<file path="src/rtl/mem_port_arbiter_pkg.sv">
`timescale 1ns/1ps
// mem_arb_pkg: shared types for the CPU/loader data-RAM arbiter.
//   state_t  - sequencing FSM states
//   owner_t  - grantee encoding (0=CPU, 1=LDR)
//   PERF_W   - width of the optional performance counters (ARB_PERFCNT_EN)
//   sat_add  - saturating add used by those counters
package mem_arb_pkg;

  typedef enum logic [1:0] {
    S_IDLE  = 2'd0,
    S_ISSUE = 2'd1,
    S_WAIT  = 2'd2,
    S_DONE  = 2'd3
  } state_t;

  typedef enum logic {
    OWN_CPU = 1'b0,
    OWN_LDR = 1'b1
  } owner_t;

  localparam int unsigned PERF_W = 16;

  function automatic logic [PERF_W-1:0] sat_add(input logic [PERF_W-1:0] v,
                                                input logic [1:0]        inc);
    logic [PERF_W:0] s;
    s = {1'b0, v} + {{(PERF_W-1){1'b0}}, inc};
    return s[PERF_W] ? '1 : s[PERF_W-1:0];
  endfunction

endpackage

</file>
<file path="src/rtl/mem_port_arbiter_if.sv">
`timescale 1ns/1ps
// mem_port_arbiter_if: bus bundle for the arbiter.
//   cpu_* / ldr_* : requester handshake (req, we, addr, wdata, be -> ack, rdata)
//   mem_*         : single-port RAM side (en, we, addr, wdata, be <- rdata)
// Modports: master = environment (requesters + RAM), slave = arbiter.
interface mem_port_arbiter_if #(
  parameter int unsigned ADDR_W = 32,
  parameter int unsigned DATA_W = 32
) ();
  localparam int unsigned BE_W = DATA_W / 8;

  logic              cpu_req;
  logic              cpu_we;
  logic [ADDR_W-1:0] cpu_addr;
  logic [DATA_W-1:0] cpu_wdata;
  logic [BE_W-1:0]   cpu_be;
  logic              cpu_ack;
  logic [DATA_W-1:0] cpu_rdata;

  logic              ldr_req;
  logic              ldr_we;
  logic [ADDR_W-1:0] ldr_addr;
  logic [DATA_W-1:0] ldr_wdata;
  logic [BE_W-1:0]   ldr_be;
  logic              ldr_ack;
  logic [DATA_W-1:0] ldr_rdata;

  logic              mem_en;
  logic              mem_we;
  logic [ADDR_W-1:0] mem_addr;
  logic [DATA_W-1:0] mem_wdata;
  logic [BE_W-1:0]   mem_be;
  logic [DATA_W-1:0] mem_rdata;

  modport master (
    output cpu_req, cpu_we, cpu_addr, cpu_wdata, cpu_be,
    input  cpu_ack, cpu_rdata,
    output ldr_req, ldr_we, ldr_addr, ldr_wdata, ldr_be,
    input  ldr_ack, ldr_rdata,
    input  mem_en, mem_we, mem_addr, mem_wdata, mem_be,
    output mem_rdata
  );

  modport slave (
    input  cpu_req, cpu_we, cpu_addr, cpu_wdata, cpu_be,
    output cpu_ack, cpu_rdata,
    input  ldr_req, ldr_we, ldr_addr, ldr_wdata, ldr_be,
    output ldr_ack, ldr_rdata,
    output mem_en, mem_we, mem_addr, mem_wdata, mem_be,
    input  mem_rdata
  );
endinterface

</file>
<file path="src/rtl/mem_port_arbiter_rr.sv">
`timescale 1ns/1ps
// mem_arb_rr: combinational 2-way round-robin picker.
//   req_i[0]=CPU, req_i[1]=LDR; last_owner_i = previous grantee.
//   grant_valid_o = any request; grant_owner_o = chosen requester.
//   On a tie the requester that was not served last wins.
module mem_arb_rr
  import mem_arb_pkg::*;
(
  input  logic [1:0] req_i,
  input  owner_t     last_owner_i,
  output logic       grant_valid_o,
  output owner_t     grant_owner_o
);

  always_comb begin
    grant_valid_o = |req_i;
    grant_owner_o = OWN_CPU;
    case (req_i)
      2'b01:   grant_owner_o = OWN_CPU;
      2'b10:   grant_owner_o = OWN_LDR;
      2'b11:   grant_owner_o = (last_owner_i == OWN_CPU) ? OWN_LDR : OWN_CPU;
      default: grant_owner_o = OWN_CPU;
    endcase
  end

endmodule

</file>
<file path="src/rtl/mem_port_arbiter.sv">
`timescale 1ns/1ps
// mem_port_arbiter: shares the single-port data RAM between the CPU and the
// boot/debug loader with fair round-robin and fixed-latency sequencing.
//   clk, reset_n : clock (rising edge), asynchronous active-low reset
//   bus (slave)  : cpu_*/ldr_* requester handshakes and mem_* RAM port
//   busy         : 1 whenever the FSM is not idle
//   owner        : current/last grantee (0=CPU, 1=LDR)
// Optional (macro ARB_PERFCNT_EN): perf_clr input and saturating 16-bit
// perf_cpu_grants / perf_ldr_grants / perf_wait_cycles outputs.
module mem_port_arbiter
  import mem_arb_pkg::*;
#(
  parameter int unsigned ADDR_W = 32,
  parameter int unsigned DATA_W = 32,
  parameter int unsigned RD_LAT = 2
) (
  input  logic                clk,
  input  logic                reset_n,
  mem_port_arbiter_if.slave   bus,
  output logic                busy,
  output logic                owner
`ifdef ARB_PERFCNT_EN
  ,
  input  logic                perf_clr,
  output logic [PERF_W-1:0]   perf_cpu_grants,
  output logic [PERF_W-1:0]   perf_ldr_grants,
  output logic [PERF_W-1:0]   perf_wait_cycles
`endif
);

  localparam int unsigned BE_W  = DATA_W / 8;
  localparam int unsigned CNT_W = 3;

  state_t            state_q;
  owner_t            owner_q;
  owner_t            last_q;
  logic              we_q;
  logic [ADDR_W-1:0] addr_q;
  logic [DATA_W-1:0] wdata_q;
  logic [BE_W-1:0]   be_q;
  logic [CNT_W-1:0]  cnt_q;
  logic [DATA_W-1:0] rdata_q;
  logic              mem_en_q;
  logic              mem_we_q;
  logic              ack_cpu_q;
  logic              ack_ldr_q;

  logic              gnt_valid;
  owner_t            gnt_owner;
  logic              sel_we;
  logic [ADDR_W-1:0] sel_addr;
  logic [DATA_W-1:0] sel_wdata;
  logic [BE_W-1:0]   sel_be;
  logic              go_done;

  mem_arb_rr u_rr (
    .req_i         ({bus.ldr_req, bus.cpu_req}),
    .last_owner_i  (last_q),
    .grant_valid_o (gnt_valid),
    .grant_owner_o (gnt_owner)
  );

  always_comb begin
    sel_we    = bus.cpu_we;
    sel_addr  = bus.cpu_addr;
    sel_wdata = bus.cpu_wdata;
    sel_be    = bus.cpu_be;
    if (gnt_owner == OWN_LDR) begin
      sel_we    = bus.ldr_we;
      sel_addr  = bus.ldr_addr;
      sel_wdata = bus.ldr_wdata;
      sel_be    = bus.ldr_be;
    end
  end

  // Single point for the transition into S_DONE so the ack/rdata capture is
  // shared between the write, RD_LAT==1 and counted-wait paths.
  always_comb begin
    go_done = ((state_q == S_ISSUE) && (we_q || (RD_LAT == 1))) ||
              ((state_q == S_WAIT) && (cnt_q == '0));
  end

  always_ff @(posedge clk or negedge reset_n) begin
    if (!reset_n) begin
      state_q   <= S_IDLE;
      owner_q   <= OWN_CPU;
      last_q    <= OWN_LDR;
      we_q      <= 1'b0;
      addr_q    <= '0;
      wdata_q   <= '0;
      be_q      <= '0;
      cnt_q     <= '0;
      rdata_q   <= '0;
      mem_en_q  <= 1'b0;
      mem_we_q  <= 1'b0;
      ack_cpu_q <= 1'b0;
      ack_ldr_q <= 1'b0;
    end else begin
      mem_en_q  <= 1'b0;
      mem_we_q  <= 1'b0;
      ack_cpu_q <= 1'b0;
      ack_ldr_q <= 1'b0;
      case (state_q)
        S_IDLE: begin
          if (gnt_valid) begin
            owner_q  <= gnt_owner;
            we_q     <= sel_we;
            addr_q   <= sel_addr;
            wdata_q  <= sel_wdata;
            be_q     <= sel_be;
            mem_en_q <= 1'b1;
            mem_we_q <= sel_we;
            state_q  <= S_ISSUE;
          end
        end
        S_ISSUE: begin
          if (!go_done) begin
            cnt_q   <= CNT_W'(RD_LAT - 1);
            state_q <= S_WAIT;
          end
        end
        S_WAIT: begin
          if (!go_done) begin
            cnt_q <= cnt_q - 1'b1;
          end
        end
        S_DONE: begin
          last_q  <= owner_q;
          state_q <= S_IDLE;
        end
        default: state_q <= S_IDLE;
      endcase
      if (go_done) begin
        state_q   <= S_DONE;
        ack_cpu_q <= (owner_q == OWN_CPU);
        ack_ldr_q <= (owner_q == OWN_LDR);
        rdata_q   <= we_q ? '0 : bus.mem_rdata;
      end
    end
  end

  assign bus.mem_en    = mem_en_q;
  assign bus.mem_we    = mem_we_q;
  assign bus.mem_addr  = addr_q;
  assign bus.mem_wdata = wdata_q;
  assign bus.mem_be    = be_q;
  assign bus.cpu_ack   = ack_cpu_q;
  assign bus.ldr_ack   = ack_ldr_q;
  assign bus.cpu_rdata = ack_cpu_q ? rdata_q : '0;
  assign bus.ldr_rdata = ack_ldr_q ? rdata_q : '0;
  assign busy          = (state_q != S_IDLE);
  assign owner         = owner_q;

`ifdef ARB_PERFCNT_EN
  logic              grant_now;
  logic              cpu_wait;
  logic              ldr_wait;
  logic [PERF_W-1:0] perf_cpu_q, perf_cpu_d;
  logic [PERF_W-1:0] perf_ldr_q, perf_ldr_d;
  logic [PERF_W-1:0] perf_wait_q, perf_wait_d;

  // A requester is waiting when its req is high, it is not the active owner,
  // and it is not being granted in this idle cycle.
  always_comb begin
    grant_now   = (state_q == S_IDLE) && gnt_valid;
    cpu_wait    = bus.cpu_req && !(busy && (owner_q == OWN_CPU)) &&
                  !(grant_now && (gnt_owner == OWN_CPU));
    ldr_wait    = bus.ldr_req && !(busy && (owner_q == OWN_LDR)) &&
                  !(grant_now && (gnt_owner == OWN_LDR));
    perf_cpu_d  = sat_add(perf_cpu_q, {1'b0, grant_now && (gnt_owner == OWN_CPU)});
    perf_ldr_d  = sat_add(perf_ldr_q, {1'b0, grant_now && (gnt_owner == OWN_LDR)});
    perf_wait_d = sat_add(perf_wait_q, {1'b0, cpu_wait} + {1'b0, ldr_wait});
    if (perf_clr) begin
      perf_cpu_d  = '0;
      perf_ldr_d  = '0;
      perf_wait_d = '0;
    end
  end

  always_ff @(posedge clk or negedge reset_n) begin
    if (!reset_n) begin
      perf_cpu_q  <= '0;
      perf_ldr_q  <= '0;
      perf_wait_q <= '0;
    end else begin
      perf_cpu_q  <= perf_cpu_d;
      perf_ldr_q  <= perf_ldr_d;
      perf_wait_q <= perf_wait_d;
    end
  end

  assign perf_cpu_grants  = perf_cpu_q;
  assign perf_ldr_grants  = perf_ldr_q;
  assign perf_wait_cycles = perf_wait_q;
`endif

endmodule
</file>
<file path="src/flat_wrapper.sv">
// flat-port wrapper written by rule: the top's interface ports become plain ports
module mem_port_arbiter_flat import mem_arb_pkg::*;
#(
  parameter int unsigned ADDR_W = 32,
  parameter int unsigned DATA_W = 32,
  parameter int unsigned RD_LAT = 2
)
  (clk, reset_n, busy, owner, bus_cpu_req, bus_cpu_we, bus_cpu_addr, bus_cpu_wdata, bus_cpu_be, bus_cpu_ack, bus_cpu_rdata, bus_ldr_req, bus_ldr_we, bus_ldr_addr, bus_ldr_wdata, bus_ldr_be, bus_ldr_ack, bus_ldr_rdata, bus_mem_en, bus_mem_we, bus_mem_addr, bus_mem_wdata, bus_mem_be, bus_mem_rdata);
  mem_port_arbiter_if #(.ADDR_W(ADDR_W), .DATA_W(DATA_W)) bus_i ();
  input  logic clk;
  input  logic reset_n;
  output logic busy;
  output logic owner;
  input wire logic [$bits(bus_i.cpu_req)-1:0] bus_cpu_req;
  input wire logic [$bits(bus_i.cpu_we)-1:0] bus_cpu_we;
  input wire logic [$bits(bus_i.cpu_addr)-1:0] bus_cpu_addr;
  input wire logic [$bits(bus_i.cpu_wdata)-1:0] bus_cpu_wdata;
  input wire logic [$bits(bus_i.cpu_be)-1:0] bus_cpu_be;
  output wire logic [$bits(bus_i.cpu_ack)-1:0] bus_cpu_ack;
  output wire logic [$bits(bus_i.cpu_rdata)-1:0] bus_cpu_rdata;
  input wire logic [$bits(bus_i.ldr_req)-1:0] bus_ldr_req;
  input wire logic [$bits(bus_i.ldr_we)-1:0] bus_ldr_we;
  input wire logic [$bits(bus_i.ldr_addr)-1:0] bus_ldr_addr;
  input wire logic [$bits(bus_i.ldr_wdata)-1:0] bus_ldr_wdata;
  input wire logic [$bits(bus_i.ldr_be)-1:0] bus_ldr_be;
  output wire logic [$bits(bus_i.ldr_ack)-1:0] bus_ldr_ack;
  output wire logic [$bits(bus_i.ldr_rdata)-1:0] bus_ldr_rdata;
  output wire logic [$bits(bus_i.mem_en)-1:0] bus_mem_en;
  output wire logic [$bits(bus_i.mem_we)-1:0] bus_mem_we;
  output wire logic [$bits(bus_i.mem_addr)-1:0] bus_mem_addr;
  output wire logic [$bits(bus_i.mem_wdata)-1:0] bus_mem_wdata;
  output wire logic [$bits(bus_i.mem_be)-1:0] bus_mem_be;
  input wire logic [$bits(bus_i.mem_rdata)-1:0] bus_mem_rdata;
  assign bus_i.cpu_req = bus_cpu_req;
  assign bus_i.cpu_we = bus_cpu_we;
  assign bus_i.cpu_addr = bus_cpu_addr;
  assign bus_i.cpu_wdata = bus_cpu_wdata;
  assign bus_i.cpu_be = bus_cpu_be;
  assign bus_cpu_ack = bus_i.cpu_ack;
  assign bus_cpu_rdata = bus_i.cpu_rdata;
  assign bus_i.ldr_req = bus_ldr_req;
  assign bus_i.ldr_we = bus_ldr_we;
  assign bus_i.ldr_addr = bus_ldr_addr;
  assign bus_i.ldr_wdata = bus_ldr_wdata;
  assign bus_i.ldr_be = bus_ldr_be;
  assign bus_ldr_ack = bus_i.ldr_ack;
  assign bus_ldr_rdata = bus_i.ldr_rdata;
  assign bus_mem_en = bus_i.mem_en;
  assign bus_mem_we = bus_i.mem_we;
  assign bus_mem_addr = bus_i.mem_addr;
  assign bus_mem_wdata = bus_i.mem_wdata;
  assign bus_mem_be = bus_i.mem_be;
  assign bus_i.mem_rdata = bus_mem_rdata;
  mem_port_arbiter #(.ADDR_W(ADDR_W), .DATA_W(DATA_W), .RD_LAT(RD_LAT)) u_core (.clk(clk), .reset_n(reset_n), .bus(bus_i), .busy(busy), .owner(owner));
endmodule
</file>
<file path="config.mk">
export PLATFORM = sky130hd
export DESIGN_NAME = mem_port_arbiter_flat
export DESIGN_NICKNAME = d
export VERILOG_FILES = /design/src/rtl/mem_port_arbiter_pkg.sv /design/src/rtl/mem_port_arbiter_if.sv /design/src/rtl/mem_port_arbiter_rr.sv /design/src/rtl/mem_port_arbiter.sv /design/src/flat_wrapper.sv
export SDC_FILE = /design/constraint.sdc
export NUM_CORES = 1
export LEC_CHECK = 0
export CORE_AREA = 2 2 121 123
export CTS_CLUSTER_DIAMETER = 50
export DETAILED_ROUTE_END_ITERATION = 7
export DIE_AREA = 0 0 123 125
export PLACE_DENSITY = 0.85
export SLEW_MARGIN = 30
export SYNTH_ARGS = -nofsm -noshare
export SYNTH_HDL_FRONTEND = slang
export SYNTH_SLANG_ARGS = --single-unit
</file>
<file path="constraint.sdc">
create_clock -name clk -period 4.53 [get_ports clk]
set_clock_uncertainty 0.2 [all_clocks]
set_input_delay 0.906 -clock clk [delete_from_list [all_inputs] [get_ports clk]]
set_output_delay 0.906 -clock clk [all_outputs]
set_load 0.05 [all_outputs]
</file>
==> results of run 1 <==
## final timing paths
| path | start | endpoint | depth (start not counted) |
|---|---|---|---|
| worst max-delay path | u_core.bus.cpu_ack$_DFF_PN0_ | bus_cpu_rdata[11] | 2 |
| worst min-delay path | u_core.bus.mem_addr[1]$_DFFE_PN0P_ | u_core.bus.mem_addr[1]$_DFFE_PN0P_ | 2 |
| worst max register to register | u_core.state_q[0]$_DFFE_PN0P_ | u_core.rdata_q[3]$_DFFE_PN0P_ | 6 |
| worst min register to register | u_core.bus.mem_addr[1]$_DFFE_PN0P_ | u_core.bus.mem_addr[1]$_DFFE_PN0P_ | 2 |
| max in group asynchronous | reset_n | u_core.bus.mem_addr[11]$_DFFE_PN0P_ | 2 |
| min in group asynchronous | reset_n | u_core.rdata_q[8]$_DFFE_PN0P_ | 1 |
## worst max-delay path, cell delays in order (launching register included)
cell and delay, ns:
dfrtp_1 0.86, and2_1 0.23, clkdlybuf4s50_1 0.81
## final cells by class
type | instances | area share [%]
clock buffer | 10 | 2.71
clock inverter | 6 | 0.753
inverter | 8 | 0.341
multi-input combinational | 336 | 25.6
sequential | 112 | 31.8
tap | 184 | 2.61
timing repair buffer | 319 | 36.2
## logic make-up after synthesis
logic type	after synthesis	synth area share, %
AND/OR/NAND/NOR	147	13.8
flip-flops	112	52.9
AO/OA/AOI/OAI	111	13.2
multiplexers	72	13.6
buffers and inverters	44	5.01
adder cells (fa/ha/maj)	6	1.42
## routing by layer
| layer | GRT usage [%] | vias to the layer above | routed length, um |
|---|---|---|---|
| li1 | - | 2273 | - |
| met5 | 0 | - | 13 |
| met3 | 5.29 | 24 | 1390 |
| met2 | 33.8 | 197 | 7510 |
| met4 | 7.02 | 2 | 360 |
| met1 | 22.7 | 2133 | 5680 |
## power groups by stage
stage | logic, mW | clock network [mW] | registers, mW
final | 3.05 | 0.805 | 1.78
after global routing | 3.23 | 0.864 | 1.84
after CTS | 3.08 | 0.826 | 1.78
after floorplan | 0.979 | 0 | 2.77
after detailed placement | 3.07 | 0 | 1.80
after global placement | 3.03 | 0 | 1.77
## through the flow
step / utilization, % / power [mW]
6_report: 62.0 / 5.63
5_1_grt: 62.0 / 5.94
4_1_cts: 62.0 / 5.69
3_5_place_dp: 59.8 / 4.87
3_3_place_gp: 59.8 / 4.80
2_1_floorplan: - / 3.75
## Yosys cell counts (4+ instances only)
library cell	count	area share [%]
buf_2	7	0.66
o21ai_1	8	0.76
o21ai_0	64	6.0
nor2_1	4	0.28
clkbuf_1	12	0.85
dfrtp_1	111	52
and2_1	64	7.6
buf_6	8	1.7
nand2_1	72	5.1
mux2i_1	71	13
a22o_1	32	5.3
buf_4	8	1.1
inv_1	8	0.57
ha_1	6	1.4
## layout by cell type, fill, tap and decap left out, drive strengths merged, types with 2 or more instances in the layout
master,n
a22o,32
clkbuf,10
clkdlybuf4s50,310
buf,9
nand2,72
inv,10
nor3b,2
o21ai,72
and2,64
ha,6
nor2,4
mux2i,71
nand2b,2
dfrtp,111
clkinv,3
## flip-flops by register name, summed over array words and instances (netlist names)
register	cells
u_core.bus.mem_addr	32
u_core.bus.mem_wdata	32
u_core.rdata_q	32
u_core.bus.mem_be	4
u_core.cnt_q	3
u_core.state_q	2
u_core.bus.cpu_ack	1
u_core.bus.ldr_ack	1
u_core.bus.mem_en	1
u_core.bus.mem_we	1
u_core.last_q	1
u_core.owner	1
u_core.we_q	1
==> key figures, run 1 <==
Power
  • Comb pwr share: 54.1%
  • Switching fraction of total power: between 40% and 50%
  • Power Density: between 600 and 700 mW/mm^2
  • Flop pwr share: 31.6%
  • Peak VDD IR: ~0.00035 V
  • Leak Pwr: around 4 nW
  • P_sw: 2.63 mW
  • Clock power share: ~14%
  • Power Internal: 3.01 mW

Clock tree
  • Hold Buf Count CTS: 0
  • Worst-path clk slew: around 0.070 ns
  • Post-CTS Setup Repair Bufs: 0
  • Clock buffer depth: 2
  • Root Buffer Master: clkbuf_16
  • TritonCTS clock tree: done
  • Clock Sinks: about 110
  • Clk Latency, worst-skew pair: 0.33 ns
  • H-tree depth: 3
  • Total CTS buffers: 9
  • Post_cts resized: 0

Finish
  • Multi-input gate area: 0.00225 mm^2
  • Seq. cell area: around 0.0028 mm^2
  • Design Area, Final: 0.00880 mm^2
  • Layout overhead on the synthesized area: 66.2%
  • Diode count: 0
  • Final Non-Filler Cells: 975
  • Layout Nets: slightly below 1000
  • Share of layout cells above drive strength 1: 4.05%
  • Number of fill cells in the layout: between 1000 and 1500

Detailed routing
  • DRT iter0 DRCs: 146
  • DRT Pass-1 Iters: 4
  • ANT nets after route: 0
  • Wire length per cell: roughly 15 um
  • Number of vias per cell: roughly 4.7
  • Drt drc: 0
  • Routed WL: between 10000 and 15000 um
  • Vias post-DR: roughly 4600

Placement
  • PortBufs: approximately 310
  • GPL Wtd Cong: ~0.8
  • DP HPWL: ~12000 um
  • Placed Cells: 959
  • Post-Place Worst Slack: ~1.5 ns
  • Cell Area, Placed: 0.00850 mm^2

Job
  • Max-cap violations: 0

Logic synthesis
  • Cell count after synthesis: approximately 490
  • Register area share after synthesis: 52.9%
  • Syn_nets: around 670
  • Syn avg cell area: 10.8 um^2
  • Post-synth EDFFs: 0
  • Synth Register Bits: around 110
  • Primary FF master, synth: dfrtp_1
  • YS warnings: 0
  • Syn Std Cell Area: 0.00530 mm^2
  • Library cells used by synthesis: 29
  • Post-synth ARST share: 100%

Floorplan
  • # IOs: approximately 310
  • Die Y: 125 um
  • Core area: around 0.014 mm^2
  • Die W: roughly 120 um
  • Die area: about 0.015 mm^2
  • Starting Density: a little under two fifths
  • Row cnt: 44

Critical path
  • R2R Setup Slk: ~2.4 ns
  • Worst Setup Start Kind: flip-flop
  • Crit. End Element: output port
  • Data arrival, critical path: around 2.3 ns
  • Crit Path Max Fanout: 33
  • Crit Path Class: flip-flop to output port
  • WP data required: 3.42 ns

Timing
  • Hold Violations, Final: 0
  • Setup violators final: 0
  • Fmax: just under 300 MHz
  • Part of the cycle the worst path needs: roughly 74%
  • Fin crit period: about 3.4 ns
  • Final TNS setup: 0 ns
  • Fin worst setup slack: about 1.2 ns
  • RSZ-0062 raised after global routing: no
  • Pins Over Slew Limit: 0
  • Hold WS: about 0.28 ns
  • Worst-margin pin slew: ~0.79 ns
  • Relative slew margins: between 40% and 50%

Min path
  • Hold Crit Class: flip-flop to flip-flop

GRT
  • Largest net degree at the start of global routing: between 80 and 90
  • Gr ovfl total: 0
  • Initial antenna violation count: 1
  • Number of global-route vias before repair: around 4500
  • First-pass GRT wire length: ~23000 um
  • GR Util All Layers: 19.4%

Outcome
  • Status: complete, no violations
(Power assumes the default switching activity.)
==> run 2, diff against run 1 <==
Settings changed: CORE_AREA 2 2 121 123 to not set, CORE_MARGIN set to 2, CORE_UTILIZATION set to 34, DIE_AREA 0 0 123 125 to not set, PLACE_DENSITY 0.85 to 0.81.
Clock period 4.53 ns to 3 ns, I/O delays scaled along.
==> key figures, run 2 (synthesis results as in run 1) <==
Power
  • Peak VDD IR: 0.000536 V (+53%)
  • Leak Pwr: 4.05 nW (+1.5%)
  • Power Density: 962 mW/mm^2 (+50%)

Clock tree
  • Clock buffer depth: 2 (unchanged)
  • TritonCTS clock tree: done
  • Post-CTS Setup Repair Bufs: 0 (unchanged)
  • Total CTS buffers: 9 (unchanged)
  • Hold Buf Count CTS: 0 (unchanged)
  • Root Buffer Master: clkbuf_16
  • Clock Sinks: 112 (unchanged)
  • Worst-path clk slew: 0.07 ns (about the same)
  • Post_cts resized: 0 (unchanged)
  • Clk Latency, worst-skew pair: 0.34 ns (about the same)
  • H-tree depth: 3 (unchanged)

Floorplan
  • Core area: 0.0152 mm^2 (+7.0%)
  • Starting Density: 34.8% (-2.4 points)
  • # IOs: 312 (unchanged)
  • Die W: 129 um (+4.7%)
  • Row cnt: 45 (+2.3%)
  • Die Y: 129 um (+3.0%)
  • Die area: 0.0166 mm^2 (+7.9%)

Placement
  • Cell Area, Placed: 0.00858 mm^2 (+0.91%)
  • GPL Wtd Cong: 0.819 (+2.8%)
  • DP HPWL: 12400 um (+4.0%)
  • PortBufs: 311 (unchanged)

Timing
  • Setup violators final: 0 (unchanged)
  • Relative slew margins: 61.8% (+15 points)
  • Pins Over Slew Limit: 0 (unchanged)
  • Fin crit period: approximately 2.8 ns
  • Part of the cycle the worst path needs: between 90% and 100%
  • Hold WS: 0.0319 ns (-0.245 ns)
  • Fmax: ~360 MHz
  • RSZ-0062 raised after global routing: no
  • Worst-margin pin slew: 0.572 ns (-0.221 ns)
  • Final TNS setup: 0 ns (unchanged)
  • Hold Violations, Final: 0 (unchanged)

Detailed routing
  • Vias post-DR: 4690 (+1.3%)
  • Number of vias per cell: 4.75 (about the same)
  • DRT iter0 DRCs: 182 (+25%)
  • Drt drc: 0 (unchanged)
  • ANT nets after route: 0 (unchanged)
  • Wire length per cell: 15.9 um (+3.9%)
  • Routed WL: 15700 um (+5.2%)
  • DRT Pass-1 Iters: 6 (+2)

GRT
  • Initial antenna violation count: 0 (-1)
  • First-pass GRT wire length: 24500 um (+6.0%)
  • Grt met2 use: 33.5% (-0.31 points)
  • Met3 GRT Util: 6.36% (+1.1 points)
  • Number of global-route vias before repair: 4635 (+3.6%)
  • Largest net degree at the start of global routing: 67 (-25%)
  • Grt peak-use layer: met2
  • Gr ovfl total: 0 (unchanged)
  • GR Util All Layers: 19.1% (-0.30 points)
  • Met1 Use GR: 21.7% (-0.96 points)

Critical path
  • Crit Path Class: flip-flop to output port
  • Startpoint of the worst register-to-register path: u_core.cnt_q[0]$_DFFE_PN0P_
  • Crit Path Max Fanout: 5 (-85%)
  • Worst Setup Start Kind: flip-flop
  • R2R Setup Slk: 0.86 ns (-1.55 ns)
  • Data arrival, critical path: 1.98 ns (-0.27 ns)
  • WP data required: 2.20 ns (-1.22 ns)
  • Reg2Reg Depth: 7 (+1)
  • Crit. End Element: output port
  • FF-to-FF End: u_core.state_q[0]$_DFFE_PN0P_

Finish
  • Number of fill cells in the layout: 1321 (+10%)
  • Diode count: 0 (unchanged)
  • Layout overhead on the synthesized area: 67.5%
  • Commonest non-fill, non-tap cell in the layout: clkdlybuf4s50_1
  • Share of layout cells above drive strength 1: 6.26% (+2.2 points)
  • Design Area, Final: 0.00887 mm^2 (+0.78%)
  • Commonest non-fill, non-tap cells in the layout: clkdlybuf4s50_1 (300), dfrtp_1 (111), nand2_1 (72)
  • Layout Nets: 974 (+0.83%)

Outcome
  • Status: complete, no violations

Min path
  • Hold Crit Class: primary input to asynchronous set/reset pin

Job
  • Max-cap violations: 0 (unchanged)
[run 2: where the power goes]
part	internal (mW)	switching [mW]	leakage, nW
Sequential	2.21	0.422	1.43
Clock	0.648	0.559	0.138
Combinational	1.71	2.98	2.48
Total	4.57	3.96	4.05
[run 2: how the worst max path moves through the flow]
stage	start	to	slack, ns	cells past startpoint
finish	u_core.state_q[1]$_DFFE_PN0P_	busy	0.22	4
global placement	bus_cpu_req	u_core.we_q$_DFFE_PN0P_	0.57	5
detailed placement	bus_cpu_req	u_core.we_q$_DFFE_PN0P_	0.52	5
floorplan	u_core.bus.ldr_ack$_DFF_PN0_	bus_ldr_rdata[31]	0.85	2
CTS	u_core.state_q[1]$_DFFE_PN0P_	busy	0.19	4
global route	u_core.bus.cpu_ack$_DFF_PN0_	bus_cpu_rdata[6]	0.10	3
[run 2: critical path, stage by stage, from the launching register on]
cell and delay (ns):
dfrtp_1 0.41, inv_1 0.08, ha_1 0.24, inv_1 0.10, clkdlybuf4s50_1 0.80
[run 2: per-layer routing]
| layer | vias to the layer above | wire length, um |
|---|---|---|
| met5 | - | 0 |
| met4 | 0 | 322 |
| met3 | 23 | 1420 |
| met2 | 212 | 8010 |
| met1 | 2160 | 5990 |
| li1 | 2295 | - |
[run 2: layout make-up]
class                   count  area, um^2  share of cell area, %
repair buffers            327        3260                   36.7
clock inverters             7        71.3                  0.804
well taps                 188         235                   2.65
multi-input cells         336        2250                   25.4
flip-flops and latches    112        2800                   31.6
inverters                   8        30.0                  0.338
clock buffers               9         225                   2.54
[run 2: through the flow]
| stage | power (mW) | util, % | setup WS, ns | cells |
|---|---|---|---|---|
| CTS | 8.64 | 58.4 | 0.187 | 987 |
| floorplan | 5.67 | - | 0.848 | 492 |
| global placement | 7.31 | 56.4 | 0.568 | 971 |
| finish | 8.53 | 58.4 | 0.219 | 987 |
| detailed placement | 7.39 | 56.4 | 0.521 | 971 |
| global route | 9.06 | 58.4 | 0.100 | 987 |
